### config.mk
export PLATFORM = sky130hd
export DESIGN_NAME = fdam_rd_req_generator
export DESIGN_NICKNAME = d
export VERILOG_FILES = /design/src/rtl/fdam_rd_req_generator.sv
export SDC_FILE = /design/constraint.sdc
export NUM_CORES = 1
export LEC_CHECK = 0
export ABC_AREA = 1
export CORE_MARGIN = 2
export CORE_UTILIZATION = 45
export CTS_BUF_LIST = sky130_fd_sc_hd__clkbuf_8
export DETAILED_ROUTE_END_ITERATION = 8
export DONT_BUFFER_PORTS = 1
export HOLD_SLACK_MARGIN = 0.05
export PLACE_DENSITY_LB_ADDON = 0.1
export SYNTH_ARGS = -nofsm -noshare
export SYNTH_HDL_FRONTEND = slang
export SYNTH_SLANG_ARGS = --single-unit
### constraint.sdc
create_clock -name clk -period 3.4 [get_ports clk]
set_input_delay 0.85 -clock clk [delete_from_list [all_inputs] [get_ports clk]]
set_output_delay 0.85 -clock clk [all_outputs]
set_load 0.02 [all_outputs]
### src/rtl/fdam_rd_req_generator.sv
// ---------------------------------------------------------------------------
// fdam_rd_req_generator
//
// Generates the cache-line read-request address stream for one accelerator
// input queue. Software writes a base line address and a line count with a
// single-cycle start pulse; the block then issues at most one request per
// cycle towards the read-request arbiter.
//
// Issue is throttled by:
//   - req_rd_available_in : registered "not almost-full" flag from the arbiter
//   - a credit counter bounding lines requested but not yet popped from the
//     local response buffer to MAX_OUTSTANDING
// Returned lines are counted, and done is raised once every requested line
// has come back.
//
// Ports:
//   clk, rst             clock, synchronous active-high reset
//   start                single-cycle job start (ignored while busy)
//   base_addr, num_lines job configuration, latched on an accepted start
//   req_rd_available_in  arbiter can accept requests
//   req_rd_en            request valid (registered)
//   req_rd_data          requested line address (registered)
//   rd_resp_valid        one line returned to the local buffer
//   buf_pop              consumer removed one line (returns one credit)
//   busy                 job in progress (issuing or draining)
//   done                 job complete, held until next start or rst
//   issued_count         requests issued in the current job
// ---------------------------------------------------------------------------
module fdam_rd_req_generator #(
    parameter int ADDR_WIDTH      = 32,
    parameter int COUNT_WIDTH     = 32,
    parameter int MAX_OUTSTANDING = 16,
    parameter int CREDIT_BITS     = 5
) (
    input  logic                   clk,
    input  logic                   rst,
    input  logic                   start,
    input  logic [ADDR_WIDTH-1:0]  base_addr,
    input  logic [COUNT_WIDTH-1:0] num_lines,
    input  logic                   req_rd_available_in,
    output logic                   req_rd_en,
    output logic [ADDR_WIDTH-1:0]  req_rd_data,
    input  logic                   rd_resp_valid,
    input  logic                   buf_pop,
    output logic                   busy,
    output logic                   done,
    output logic [COUNT_WIDTH-1:0] issued_count
);

    typedef enum logic [1:0] {
        IDLE  = 2'd0,
        ISSUE = 2'd1,
        DRAIN = 2'd2,
        DONE  = 2'd3
    } state_t;

    localparam logic [CREDIT_BITS-1:0] CREDIT_MAX = CREDIT_BITS'(MAX_OUTSTANDING);

    state_t                 state_reg;
    state_t                 state_next;
    logic [ADDR_WIDTH-1:0]  base_reg;
    logic [COUNT_WIDTH-1:0] num_reg;
    logic [COUNT_WIDTH-1:0] issued_reg;
    logic [COUNT_WIDTH-1:0] received_reg;
    logic [CREDIT_BITS-1:0] credit_reg;
    logic                   req_en_reg;
    logic [ADDR_WIDTH-1:0]  req_data_reg;

    logic                   start_ok;
    logic                   fire;
    logic [COUNT_WIDTH-1:0] issued_inc;

    // A start is only honoured when no job is running.
    assign start_ok   = start & ((state_reg == IDLE) | (state_reg == DONE));

    // The available flag is used as sampled: a low sample blocks this cycle.
    assign fire       = (state_reg == ISSUE) & req_rd_available_in &
                        (credit_reg != '0) & (issued_reg < num_reg);

    assign issued_inc = issued_reg + COUNT_WIDTH'(1);

    // ------------------------------------------------------------------
    // FSM state register
    // ------------------------------------------------------------------
    always_ff @(posedge clk) begin
        if (rst) begin
            state_reg <= IDLE;
        end else begin
            state_reg <= state_next;
        end
    end

    // ------------------------------------------------------------------
    // FSM next-state
    // ------------------------------------------------------------------
    always_comb begin
        state_next = state_reg;
        case (state_reg)
            IDLE, DONE: begin
                if (start_ok) begin
                    state_next = (num_lines == '0) ? DONE : ISSUE;
                end
            end
            ISSUE: begin
                if (fire && (issued_inc == num_reg)) begin
                    state_next = DRAIN;
                end
            end
            DRAIN: begin
                if (received_reg == num_reg) begin
                    state_next = DONE;
                end
            end
            default: state_next = IDLE;
        endcase
    end

    // ------------------------------------------------------------------
    // Job configuration and progress counters
    // ------------------------------------------------------------------
    always_ff @(posedge clk) begin
        if (rst) begin
            base_reg     <= '0;
            num_reg      <= '0;
            issued_reg   <= '0;
            received_reg <= '0;
        end else if (start_ok) begin
            // Clearing wins over a response landing in the same cycle.
            base_reg     <= base_addr;
            num_reg      <= num_lines;
            issued_reg   <= '0;
            received_reg <= '0;
        end else begin
            if (fire) begin
                issued_reg <= issued_inc;
            end
            // Responses ahead of the last issue are counted normally.
            if (rd_resp_valid && (state_reg != IDLE)) begin
                received_reg <= received_reg + COUNT_WIDTH'(1);
            end
        end
    end

    // ------------------------------------------------------------------
    // Registered request outputs: one cycle from fire decision to req_rd_en.
    // Address wraps modulo 2**ADDR_WIDTH.
    // ------------------------------------------------------------------
    always_ff @(posedge clk) begin
        if (rst) begin
            req_en_reg   <= 1'b0;
            req_data_reg <= '0;
        end else begin
            req_en_reg <= fire;
            if (fire) begin
                req_data_reg <= base_reg + ADDR_WIDTH'(issued_reg);
            end
        end
    end

    // ------------------------------------------------------------------
    // Credit counter. Survives start so lines buffered from a previous job
    // keep their credits; a pop at full credit saturates instead of wrapping.
    // ------------------------------------------------------------------
    always_ff @(posedge clk) begin
        if (rst) begin
            credit_reg <= CREDIT_MAX;
        end else begin
            case ({fire, buf_pop})
                2'b10: credit_reg <= credit_reg - CREDIT_BITS'(1);
                2'b01: begin
                    if (credit_reg != CREDIT_MAX) begin
                        credit_reg <= credit_reg + CREDIT_BITS'(1);
                    end
                end
                default: credit_reg <= credit_reg;
            endcase
        end
    end

    assign req_rd_en    = req_en_reg;
    assign req_rd_data  = req_data_reg;
    assign busy         = (state_reg == ISSUE) | (state_reg == DRAIN);
    assign done         = (state_reg == DONE);
    assign issued_count = issued_reg;

endmodule

* Yosys cells after proc, flatten, opt, wreduce, memory -nomap -nowiden
Cells that the tools add are included.
Storage, ports and cells: flip-flop bits (word level) 168, output and inout bits 67, logic and storage cells 50
Cells by class: add/sub/neg operators 5, order comparisons 1, equal/unequal tests 12, muxes and demuxes 7, bitwise operators 6, reduce and logical (&&, ||, !) cells 11
Operator list (count):
- $add A32 B1 Y32 const B | 2
- $eq A32 B32 Y1 | 2
- $add A32 B32 Y32 | 1
- $logic_not A32 Y1 | 1
- $lt A32 B32 Y1 | 1
- $pmux W5 S2 | 1
- $mux W2 | 4
- $ne A2 B2 Y1 const B | 4
- $eq A2 B2 Y1 const B | 3
- $pmux W2 S3 | 1
- $add A5 B1 Y5 const B | 1
- $mux W5 | 1
- $ne A5 B5 Y1 const B | 1
- $reduce_bool A5 Y1 | 1
- $sub A5 B1 Y5 const B | 1
- $and A1 B1 Y1 | 4
- $eq A2 B1 Y1 const B | 2
- $reduce_bool A2 Y1 | 2
- $reduce_or A2 Y1 | 2
- $reduce_and A3 Y1 | 1
- $logic_and A1 B1 Y1 | 2
- $logic_not A2 Y1 | 1
- $or A1 B1 Y1 | 2
- $reduce_and A2 Y1 | 1

* Logic depth before layout (Yosys ltp)
Gate-level depths: netlist (run 1).
depth in word-level cells 7, depth in mapped cells 21, gate-level depth less buffers 21

* Least setup slack after synthesis (run 1)
OpenSTA, ideal clock, no wires.
path type register -> register, start point register issued_reg[0] (netlist: issued_count[0]), end point register credit_reg[4], setup time 0.130 ns, arrival 2.693 ns, path slack 0.577 ns, stages on the path, launching flop included 19, cells stage by stage dfxtp_1 -> inv_1 -> ha_1 -> inv_1 -> a21oi_1 -> o21ai_0 -> nand4_1 -> nand2_1 -> nand2_1 -> nand2_1 -> nand2_1 -> nand3b_1 -> nand2_1 -> ha_1 -> a21o_1 -> a31oi_1 -> nand3_1 -> nand3_1 -> nand3_1
On the way: longest elaborated chain between the ends 5, elaborated cells between the ends (all ways) 8
RTL lines:
- start: declaration | RTL line 63 | logic [COUNT_WIDTH-1:0] issued_reg;
- start signal: assignment | RTL line 135 | issued_reg <= issued_inc;
- $lt A32 B32 Y1 (*) | RTL line 78 | (credit_reg != '0) & (issued_reg < num_reg);
- $and A1 B1 Y1 (*) | RTL line 78
- $eq A2 B1 Y1 / $eq A2 B2 Y1 (equally long branches) | RTL line 168 | case ({fire, buf_pop})
- $ne A2 B2 Y1 (no source line) / $reduce_bool A2 Y1 (equally long branches)
- $reduce_and A2 Y1 (no source line)
- end signal: assignment | RTL line 169 | 2'b10: credit_reg <= credit_reg - CREDIT_BITS'(1);
- end signal: assignment | RTL line 172 | credit_reg <= credit_reg + CREDIT_BITS'(1);
- end signal: assignment | RTL line 175 | default: credit_reg <= credit_reg;
- end: declaration | RTL line 65 | logic [CREDIT_BITS-1:0] credit_reg;
Every way passes the cells marked *; elsewhere a longest branch is shown, timed or not. A chain may end at the register's enable or synchronous reset.

* Worst setup path in the final report (run 1)
start point register issued_reg[0] (netlist: issued_count[0]), end point register req_data_reg[24] (netlist: req_rd_data[24])
On the way: longest elaborated chain between the ends 2, elaborated cells between the ends (all ways) 3
RTL lines:
- $lt A32 B32 Y1 | RTL line 78
- $and A1 B1 Y1 | RTL line 78
- end signal: assignment | RTL line 155 | req_data_reg <= base_reg + ADDR_WIDTH'(issued_reg);
- end: declaration | RTL line 67 | logic [ADDR_WIDTH-1:0] req_data_reg;
Parallel ways exist; a longest one is shown, timed or not.

==> metrics, run 1 <==
status finished, final reports clean; initial antenna violation count 1; warnings from Yosys 0; sequential share of the synthesized area 30.31%; starting DRC count in detailed routing between 1000 and 1500; Worst-path clk slew 0.10 ns; post-synth cell types 43; cell family with most CP delay compound AO/OA/AOI/OAI gates; core area 24250 sq um; cell mode on critical path nand2_1; Antenna Diode Count 0; busiest grt layer met2; Resize count post-CTS 0; Synth Flop Type dfxtp_1; Remaining DRCs 0; PD cells 725.3 nW/um^2; worst hold path startpoint rst; met3 usage 5.393%; Clock Latency Late Sink 0.48 ns; first-pass GRT wire length 58010 um; DR vias around 11000; Final Net Count 1891; die height 161.0 um; level count of the clock H-tree 4; postcts setup bufs 0; CTS root buf clkbuf_8; Finish-stage setup viols 0; DP Area 11730 sq um; R2R Path End req_rd_data[24]; CP Launch Type register; EDFF count, synth 0; relative slew slack 41.20%; worst slew pin tran 0.8740 ns; synthesized instance count 1726; synth-to-layout area growth 9.179%; RSZ-0062 raised after global routing false; Synth Net Count 1870; CTS Sinks 168; Total Wirelength 36920 um; port buffer count 0; DP HPWL 29080 um; routability cong. 0.9564; CTS Buf Count 17; die area 25930 sq um; share of cells above drive strength 1 6.307%; met1 usage just under 40%; via density per instance roughly 5.4; Hold Vio Cnt, Final 0; area occupied by multi-input gates 6855 sq um; Cell Count, Final, Fillers Out 2084; register area between 3000 and 4000 sq um; Finished Cell Area 12110 sq um; clock buffer depth 2; Slew Limit Fails 0; min Tclk post-route 3.026 ns; M2 GR Usage between 40% and 50%; cell breakdown of the critical path buf_4 > ha_1 > inv_1 > fa_1 > o21ai_1 > a21oi_1 > o21ai_0 > nand2_1 > a31oi_1 > nand2_1 > nand2_1 > nand2_1 > a31oi_1; clk_skew 0.02129 ns; fin crit share 89.01%; Setup Crit Path Kind register to register; hold_buf cts 0; max-cap violation count 0; Min-Delay Path Class input port to register; Layout Utilization 49.96%; Post-synth ARST share 0%; Setup TNS 0 ns; vias in the first global route 10750; GRT Total Usage between 20% and 30%; routed len/inst 17.72 um; synthesized cell area around 11000 sq um; DR pass1 iterations 5; Worst Setup End Kind register; Filler cells 2596; Seq cells post-synth about 170; Hold EP req_rd_en; Remaining Overflow, GRT 0; largest net degree at the start of global routing 67; Synth Area per Inst 6.429 sq um; placed cells 2052; top achievable clock speed 330.4 MHz; worst reg2reg path depth 13; die span in x approximately 160 um; DRT antenna net count 0; worst hold path depth 1; Fin Hold WS 0.4277 ns; Leakage between 5 and 6 nW; Worst Path Buf+Inv 2; Max VDD drop 0.0003584 V; Slowest cell on crit path fa_1; CTS tree built; Worst Path Max Fanout 7; R2R Path Start issued_count[0]; slowest stage delay, CP 0.40 ns; data arrival time of the critical path 3.43 ns; # IOs 137; flop2flop setup slack between 0.3 and 0.4 ns; row count 57; Initial Util 45.76%; CP required roughly 3.8 ns
cell usage in the layout, fill, tap and decap left out, types with 3 or more instances in the layout:
cell type,n
nand2_1,419
nand4_1,27
a31oi_1,16
o211ai_1,3
a21o_1,8
or2_2,4
nor2_1,213
nor2_4,6
clkinv_4,3
o21ai_0,161
inv_2,5
inv_6,3
nand3b_1,3
nor2_2,7
o21a_1,3
nand2_2,3
nor4_1,13
nor3_1,23
inv_8,3
buf_4,48
xor2_1,15
clkbuf_8,18
xnor2_1,41
inv_1,183
nor3_2,3
dfxtp_1,168
ha_1,72
o21ai_1,4
nand3_1,93
a21oi_1,165
synthesized netlist by cell type, drive strengths merged (27+ instances only):
| master | count | area, sq um |
|---|---|---|
| inv | 187 | 701.9 |
| nand4 | 27 | 168.9 |
| nand3 | 94 | 475.5 |
| nand2 | 422 | 1592 |
| nor3 | 27 | 161.4 |
| dfxtp | 168 | 3363 |
| ha | 72 | 900.9 |
| o21ai | 165 | 825.8 |
| xnor2 | 41 | 359.1 |
| clkbuf | 42 | 157.7 |
| a21oi | 165 | 825.8 |
| nor2 | 226 | 900.9 |
power by group:
part           total, W  internal [W]  switching (W)
Clock           0.00149      0.000620       0.000872
Sequential      0.00301       0.00247       0.000537
Combinational   0.00429       0.00145        0.00284
layout make-up:
| type | instances | share of cell area (%) |
|---|---|---|
| Inverter | 187 | 5.794 |
| Multi-Input combinational cell | 1323 | 56.59 |
| Clock inverter | 14 | 1.157 |
| Timing Repair Buffer | 50 | 3.305 |
| Sequential cell | 168 | 27.76 |
| Clock buffer | 18 | 2.045 |
| Tap cell | 324 | 3.346 |
metrics by stage:
step,total power [W],setup WS [ns]
floorplan,0.005930,0.5766
global placement,0.007242,0.4227
detailed placement,0.007262,0.3976
CTS,0.008773,0.3450
global route,0.009471,0.03943
finish,0.008786,0.3735
cell families after synthesis:
| family | Yosys count | share of synthesized area [%] |
|---|---|---|
| AO/OA/AOI/OAI | 371 | 17.52 |
| AND/OR/NAND/NOR | 822 | 31.27 |
| XOR/XNOR | 56 | 4.420 |
| adder cells (fa/ha/maj) | 74 | 8.480 |
| buffers and inverters | 235 | 7.995 |
| flip-flops | 168 | 30.31 |
per-layer routing:
layer / share of wire, % / routed length [um] / vias up
met2: 44 / 16210 / 355
li1: - / - / 5757
met1: 46 / 17130 / 5123
met3: 7.1 / 2622 / 53
met5: 0 / 0 / -
met4: 2.6 / 963 / 0
how the worst max path moves through the flow:
stage / start / to / cells after the start
4_1_cts: issued_count[0] / req_rd_data[24] / 13
3_3_place_gp: issued_count[0] / req_rd_data[24] / 13
3_5_place_dp: issued_count[0] / req_rd_data[24] / 13
6_report: issued_count[0] / req_rd_data[24] / 13
5_1_grt: num_reg[3] / credit_reg[4] / 19
2_1_floorplan: issued_count[0] / credit_reg[4] / 18
Power figures use the tool's default switching activity.
==> inputs of run 2 (changes only) <==
CAP_MARGIN = 20   (was not set)
CORE_UTILIZATION = 40   (was 45)
==> metrics, run 2 (synthesized netlist as in run 1, its figures left out) <==
die height 170.6 um (+5.9%); cell breakdown of the critical path buf_4 > ha_1 > inv_1 > fa_1 > o21ai_1 > a21oi_1 > o21ai_0 > nand2_1 > a31oi_1 > nand2_1 > nand2_1 > nand2_1 > a31oi_1; CP Launch Type register; DR vias 11380 (+0.77%); Clock Latency Late Sink 0.49 ns (about the same); switching part of the total 48.11% (-0.24 points); CTS Sinks 168 (unchanged); starting DRC count in detailed routing 880 (-15%); data arrival time of the critical path 3.54 ns (+0.11 ns); row count 60 (+5.3%); Min-Delay Path Class input port to register; top achievable clock speed 318.7 MHz (-3.5%); Finish-stage setup viols 0 (unchanged); postcts setup bufs 0 (unchanged); clock buffer depth 2 (unchanged); slowest stage delay, CP 0.41 ns (about the same); CTS root buf clkbuf_8; Final Net Count 1891 (unchanged); min Tclk post-route 3.138 ns (+0.1112 ns); port buffer count 0 (unchanged); worst slew pin tran 0.7948 ns (-0.07919 ns); cell mode on critical path nand2_1; PD cells 732.6 nW/um^2 (+1.0%); Initial Util 40.94% (-4.8 points); initial antenna violation count 0 (-1); GRT Total Usage 26.68% (-1.9 points); fin crit share 92.28% (+3.3 points); via density per instance 5.335 (-1.5%); Worst-path clk slew 0.11 ns (about the same); routability cong. 0.9342 (-2.3%); DR pass1 iterations 5 (unchanged); Remaining Overflow, GRT 0 (unchanged); final worst slack 0.2624 ns (-0.1112 ns); share of cells above drive strength 1 6.193% (-0.11 points); Worst Path Max Fanout 7 (unchanged); Setup Crit Path Kind register to register; most common cell after layout, fill and taps aside nand2_1; core area 27100 sq um (+12%); Total Wirelength 38330 um (+3.8%); largest net degree at the start of global routing 66 (-1.5%); relative slew slack 46.94% (+5.7 points); Setup TNS 0 ns (unchanged); Remaining DRCs 0 (unchanged); commonest non-fill, non-tap cells in the layout nand2_1 (419), nor2_1 (213), inv_1 (185); status finished, final reports clean; # IOs 137 (unchanged); Worst Setup End Kind register; combinational share of power 49.5% (+0.7 points); hold_buf cts 0 (unchanged); sequential power share 33.4% (-0.8 points); pre-CTS setup slack 0.3764 ns (-0.02118 ns); Slowest cell on crit path fa_1; CTS Buf Count 17 (unchanged); Psw 0.004301 W (+1.2%); CTS tree built; Int Pwr 0.004638 W (+2.2%); Resize count post-CTS 0 (unchanged); routed len/inst 17.98 um (+1.5%); RSZ-0062 raised after global routing false; vias in the first global route 10560 (-1.8%); die span in x 170.6 um (+5.9%); Layout Utilization 45.03% (-4.9 points); cell family with most CP delay compound AO/OA/AOI/OAI gates; Hold Vio Cnt, Final 0 (unchanged); die area 29090 sq um (+12%); Max VDD drop 0.0003596 V (+0.35%); Antenna Diode Count 0 (unchanged); Slew Limit Fails 0 (unchanged); DRT antenna net count 0 (unchanged); first-pass GRT wire length 59930 um (+3.3%); CP required 3.80 ns (about the same); DP HPWL 30280 um (+4.2%); level count of the clock H-tree 4 (unchanged); Leakage 5.140 nW (+0.33%); synth-to-layout area growth 9.980%; max-cap violation count 0 (unchanged); Clk pwr share 17.1% (about the same); Worst Path Buf+Inv 2 (unchanged); clk_skew 0.02541 ns (+0.004120 ns)
## run 2: stage by stage
| stage | instance area (sq um) | total power (W) | hold WS, ns | cells |
|---|---|---|---|---|
| 2_1_floorplan | 11100 | 0.005930 | 0.4653 | 1726 |
| 3_3_place_gp | 11800 | 0.007366 | 0.4829 | 2100 |
| 3_5_place_dp | 11800 | 0.007386 | 0.4923 | 2100 |
| 4_1_cts | 12200 | 0.008942 | 0.3814 | 2132 |
| 5_1_grt | 12200 | 0.009617 | 0.3823 | 2132 |
| 6_report | 12200 | 0.008940 | 0.4024 | 2132 |
## run 2: per-layer routing
| layer | vias up | GRT usage [%] | wire length (um) |
|---|---|---|---|
| met4 | 0 | 6.169 | 534 |
| li1 | 5759 | - | - |
| met2 | 339 | 43.20 | 17260 |
| met5 | - | 0 | 0 |
| met1 | 5243 | 36.79 | 18010 |
| met3 | 34 | 4.973 | 2530 |
## run 2: worst reg2reg max path, cell delays in order, from the launching register on
cell	delay [ns]
dfxtp_1	0.35
buf_4	0.22
ha_1	0.24
inv_1	0.08
fa_1	0.41
o21ai_1	0.38
a21oi_1	0.18
o21ai_0	0.39
nand2_1	0.12
a31oi_1	0.30
nand2_1	0.12
nand2_1	0.07
nand2_1	0.05
a31oi_1	0.15
## run 2: final timing paths
kind / from / to / slack [ns] / cells past startpoint
setup / recovery: issued_count[0] / req_rd_data[24] / 0.26 / 13
hold / removal: rst / req_rd_data[2] / 0.40 / 1
setup reg to reg: issued_count[0] / req_rd_data[24] / 0.26 / 13
hold reg to reg: received_reg[28] / received_reg[28] / 0.51 / 2
## run 2: power groups by stage
| stage | clock (W) | combinational (W) | sequential, W |
|---|---|---|---|
| 2_1_floorplan | 0 | 0.00282 | 0.00311 |
| 3_3_place_gp | 0 | 0.00435 | 0.00302 |
| 3_5_place_dp | 0 | 0.00436 | 0.00302 |
| 4_1_cts | 0.00157 | 0.00439 | 0.00298 |
| 5_1_grt | 0.00164 | 0.00494 | 0.00304 |
| 6_report | 0.00153 | 0.00443 | 0.00298 |
## run 2: final cells by class
cell class	instances	area, sq um
inverter	187	701.9
clock inverter	12	128.9
fill	2866	14900
timing repair buffer	50	412.9
sequential	168	3363
clock buffer	20	275.3
multi-input combinational	1323	6855
tap	372	465.4
==> inputs of run 3 (changes only) <==
DONT_BUFFER_PORTS = not set   (was 1)
==> metrics, run 3 (synthesized netlist as in run 1, its figures left out) <==
hold_buf cts 0 (unchanged); Leakage 5.578 nW (+8.5%); CTS root buf clkbuf_8; share of cells above drive strength 1 5.556% (-0.64 points); clk_skew 0.02153 ns (-0.003883 ns); Remaining Overflow, GRT 0 (unchanged); clock buffer depth 2 (unchanged); R2R Path Start num_reg[3]; worst setup path start num_reg[3]; DP Area 13110 sq um (+11%); port buffer count 136 (+136); row count 60 (unchanged); relative slew slack 45.96% (-0.98 points); level count of the clock H-tree 4 (unchanged); die area 29090 sq um (unchanged); Slew Limit Fails 0 (unchanged); DRT antenna net count 0 (unchanged); switching part of the total 47.61% (-0.50 points); routed len/inst 17.40 um (-3.2%); Worst-path clk slew 0.11 ns (about the same); Layout Utilization 49.66% (+4.6 points); slowest stage delay, CP 0.40 ns (about the same); most common cell after layout, fill and taps aside nand2_1; DP HPWL 31100 um (+2.7%); vias in the first global route 11100 (+5.1%); largest net degree at the start of global routing 66 (unchanged); Initial Util 40.94% (unchanged); CTS tree built; top achievable clock speed 327.3 MHz (+2.7%); Worst Path Max Fanout 5 (-2); GRT Total Usage 27.43% (+0.75 points); # IOs 137 (unchanged); Hold Vio Cnt, Final 0 (unchanged); Clk pwr share 14.9% (-2.2 points); Finish-stage setup viols 0 (unchanged); RSZ-0062 raised after global routing false; cell breakdown of the critical path inv_1 > ha_1 > nand2_1 > o21ai_0 > nand4_1 > nand2_1 > nand2_1 > nand2_1 > nand2_1 > nand3b_1 > nand2_1 > ha_1 > a21o_1 > a31oi_1 > nor2_1 > nand2_1 > nand2_1 > nand2_1 > nand3_1; Worst Setup End Kind register; Setup Crit Path Kind register to register; Setup TNS 0 ns (unchanged); status finished, final reports clean; Slowest cell on crit path dfxtp_1; Antenna Diode Count 0 (unchanged); combinational share of power 53.2% (+3.7 points); flop2flop setup slack 0.34 ns (+0.08 ns); Min-Delay Path Class register to register; first-pass GRT wire length 61780 um (+3.1%); synth-to-layout area growth 21.30%; Filler cells 2822 (-1.5%); max-cap violation count 0 (unchanged); Resize count post-CTS 0 (unchanged); CP Launch Type register; starting DRC count in detailed routing 846 (-3.9%); DR vias 11830 (+4.0%); sequential power share 31.9% (-1.5 points); R2R Path End credit_reg[4]; Int Pwr 0.004822 W (+4.0%); commonest non-fill, non-tap cells in the layout nand2_1 (419), nor2_1 (213), inv_1 (183); worst slew pin tran 0.8032 ns (+0.008473 ns); Worst Path Buf+Inv 1 (-1); CP required 3.77 ns (-0.03 ns); routability cong. 0.9213 (-1.4%); CTS Sinks 168 (unchanged); Total Wirelength 39370 um (+2.7%); initial antenna violation count 0 (unchanged); Psw 0.004383 W (+1.9%); critical path depth 19 (+6); Remaining DRCs 0 (unchanged); die height 170.6 um (unchanged); PD cells 683.9 nW/um^2 (-6.6%); fin crit share 89.87% (-2.4 points); Max VDD drop 0.0003253 V (-9.5%); die span in x 170.6 um (unchanged); Finished Cell Area 13460 sq um (+10%); Final Net Count 2022 (+6.9%); min Tclk post-route 3.056 ns (-0.08205 ns); end of the critical path credit_reg[4]; CTS Buf Count 17 (unchanged); worst reg2reg path depth 19 (+6); via density per instance 5.229 (-2.0%); postcts setup bufs 0 (unchanged); cell family with most CP delay simple AND/OR/NAND/NOR gates; cell mode on critical path nand2_1; data arrival time of the critical path 3.43 ns (-0.11 ns); DR pass1 iterations 6 (+1); Clock Latency Late Sink 0.49 ns (about the same); core area 27100 sq um (unchanged)
run 3: cell count changes in the layout (fill, tap and decap cells not counted):
cell | previous run | this run
buf_12 | 3 | 2
clkbuf_8 | 20 | 17
inv_6 | 0 | 4
clkinv_2 | 0 | 1
inv_8 | 0 | 2
clkdlybuf4s50_1 | 0 | 136
inv_1 | 185 | 183
buf_4 | 47 | 43
bufinv_16 | 2 | 0
clkinv_4 | 4 | 3
run 3: cell type report:
| cell class | instances | area, sq um | area share, % |
|---|---|---|---|
| clock buffer | 17 | 234.0 | 1.738 |
| clock inverter | 14 | 115.1 | 0.8553 |
| inverter | 187 | 701.9 | 5.215 |
| multi-input combinational | 1323 | 6855 | 50.93 |
| sequential | 168 | 3363 | 24.99 |
| tap | 372 | 465.4 | 3.458 |
| timing repair buffer | 181 | 1724 | 12.81 |
run 3: layer usage:
metal	global-route usage [%]	wire, um	share of wire, %	vias up
li1	-	-	-	6018
met1	38.04	18660	47	5458
met2	45.13	17970	46	313
met3	4.118	2118	5.4	38
met4	5.834	619	1.6	0
met5	0	0	0	-
run 3: worst reg2reg max path: stages (launching register included):
cell,delay [ns]
dfxtp_1,0.40
inv_1,0.09
ha_1,0.30
nand2_1,0.06
o21ai_0,0.21
nand4_1,0.11
nand2_1,0.09
nand2_1,0.05
nand2_1,0.14
nand2_1,0.09
nand3b_1,0.18
nand2_1,0.16
ha_1,0.35
a21o_1,0.19
a31oi_1,0.19
nor2_1,0.08
nand2_1,0.07
nand2_1,0.05
nand2_1,0.06
nand3_1,0.06
run 3: power groups by stage:
stage                     Clock, W  Sequential [W]  Combinational (W)
after floorplan                  0         0.00311            0.00282
after global placement           0         0.00297            0.00483
after detailed placement         0         0.00296            0.00485
after CTS                  0.00140         0.00293            0.00489
after global routing       0.00148         0.00300            0.00546
final                      0.00138         0.00294            0.00489
run 3: worst min-delay path by stage:
stage	slack, ns	cells after the start	start	end
3_5_place_dp	0.46	2	req_rd_data[2]	req_rd_data[2]
6_report	0.48	2	req_rd_data[2]	req_rd_data[2]
2_1_floorplan	0.47	2	received_reg[28]	received_reg[28]
5_1_grt	0.51	2	req_rd_data[2]	req_rd_data[2]
4_1_cts	0.48	2	req_rd_data[3]	req_rd_data[3]
3_3_place_gp	0.46	2	req_rd_data[2]	req_rd_data[2]
run 3: through the flow:
stage               power (W)  hold WS, ns  std cells  worst slack, ns
floorplan            0.005930       0.4653       1726           0.5766
global placement     0.007797       0.4563       2231           0.3222
detailed placement   0.007819       0.4641       2231           0.3282
CTS                  0.009215       0.4795       2262           0.3869
global route         0.009937       0.5134       2262          0.07779
finish               0.009205       0.4760       2262           0.3444
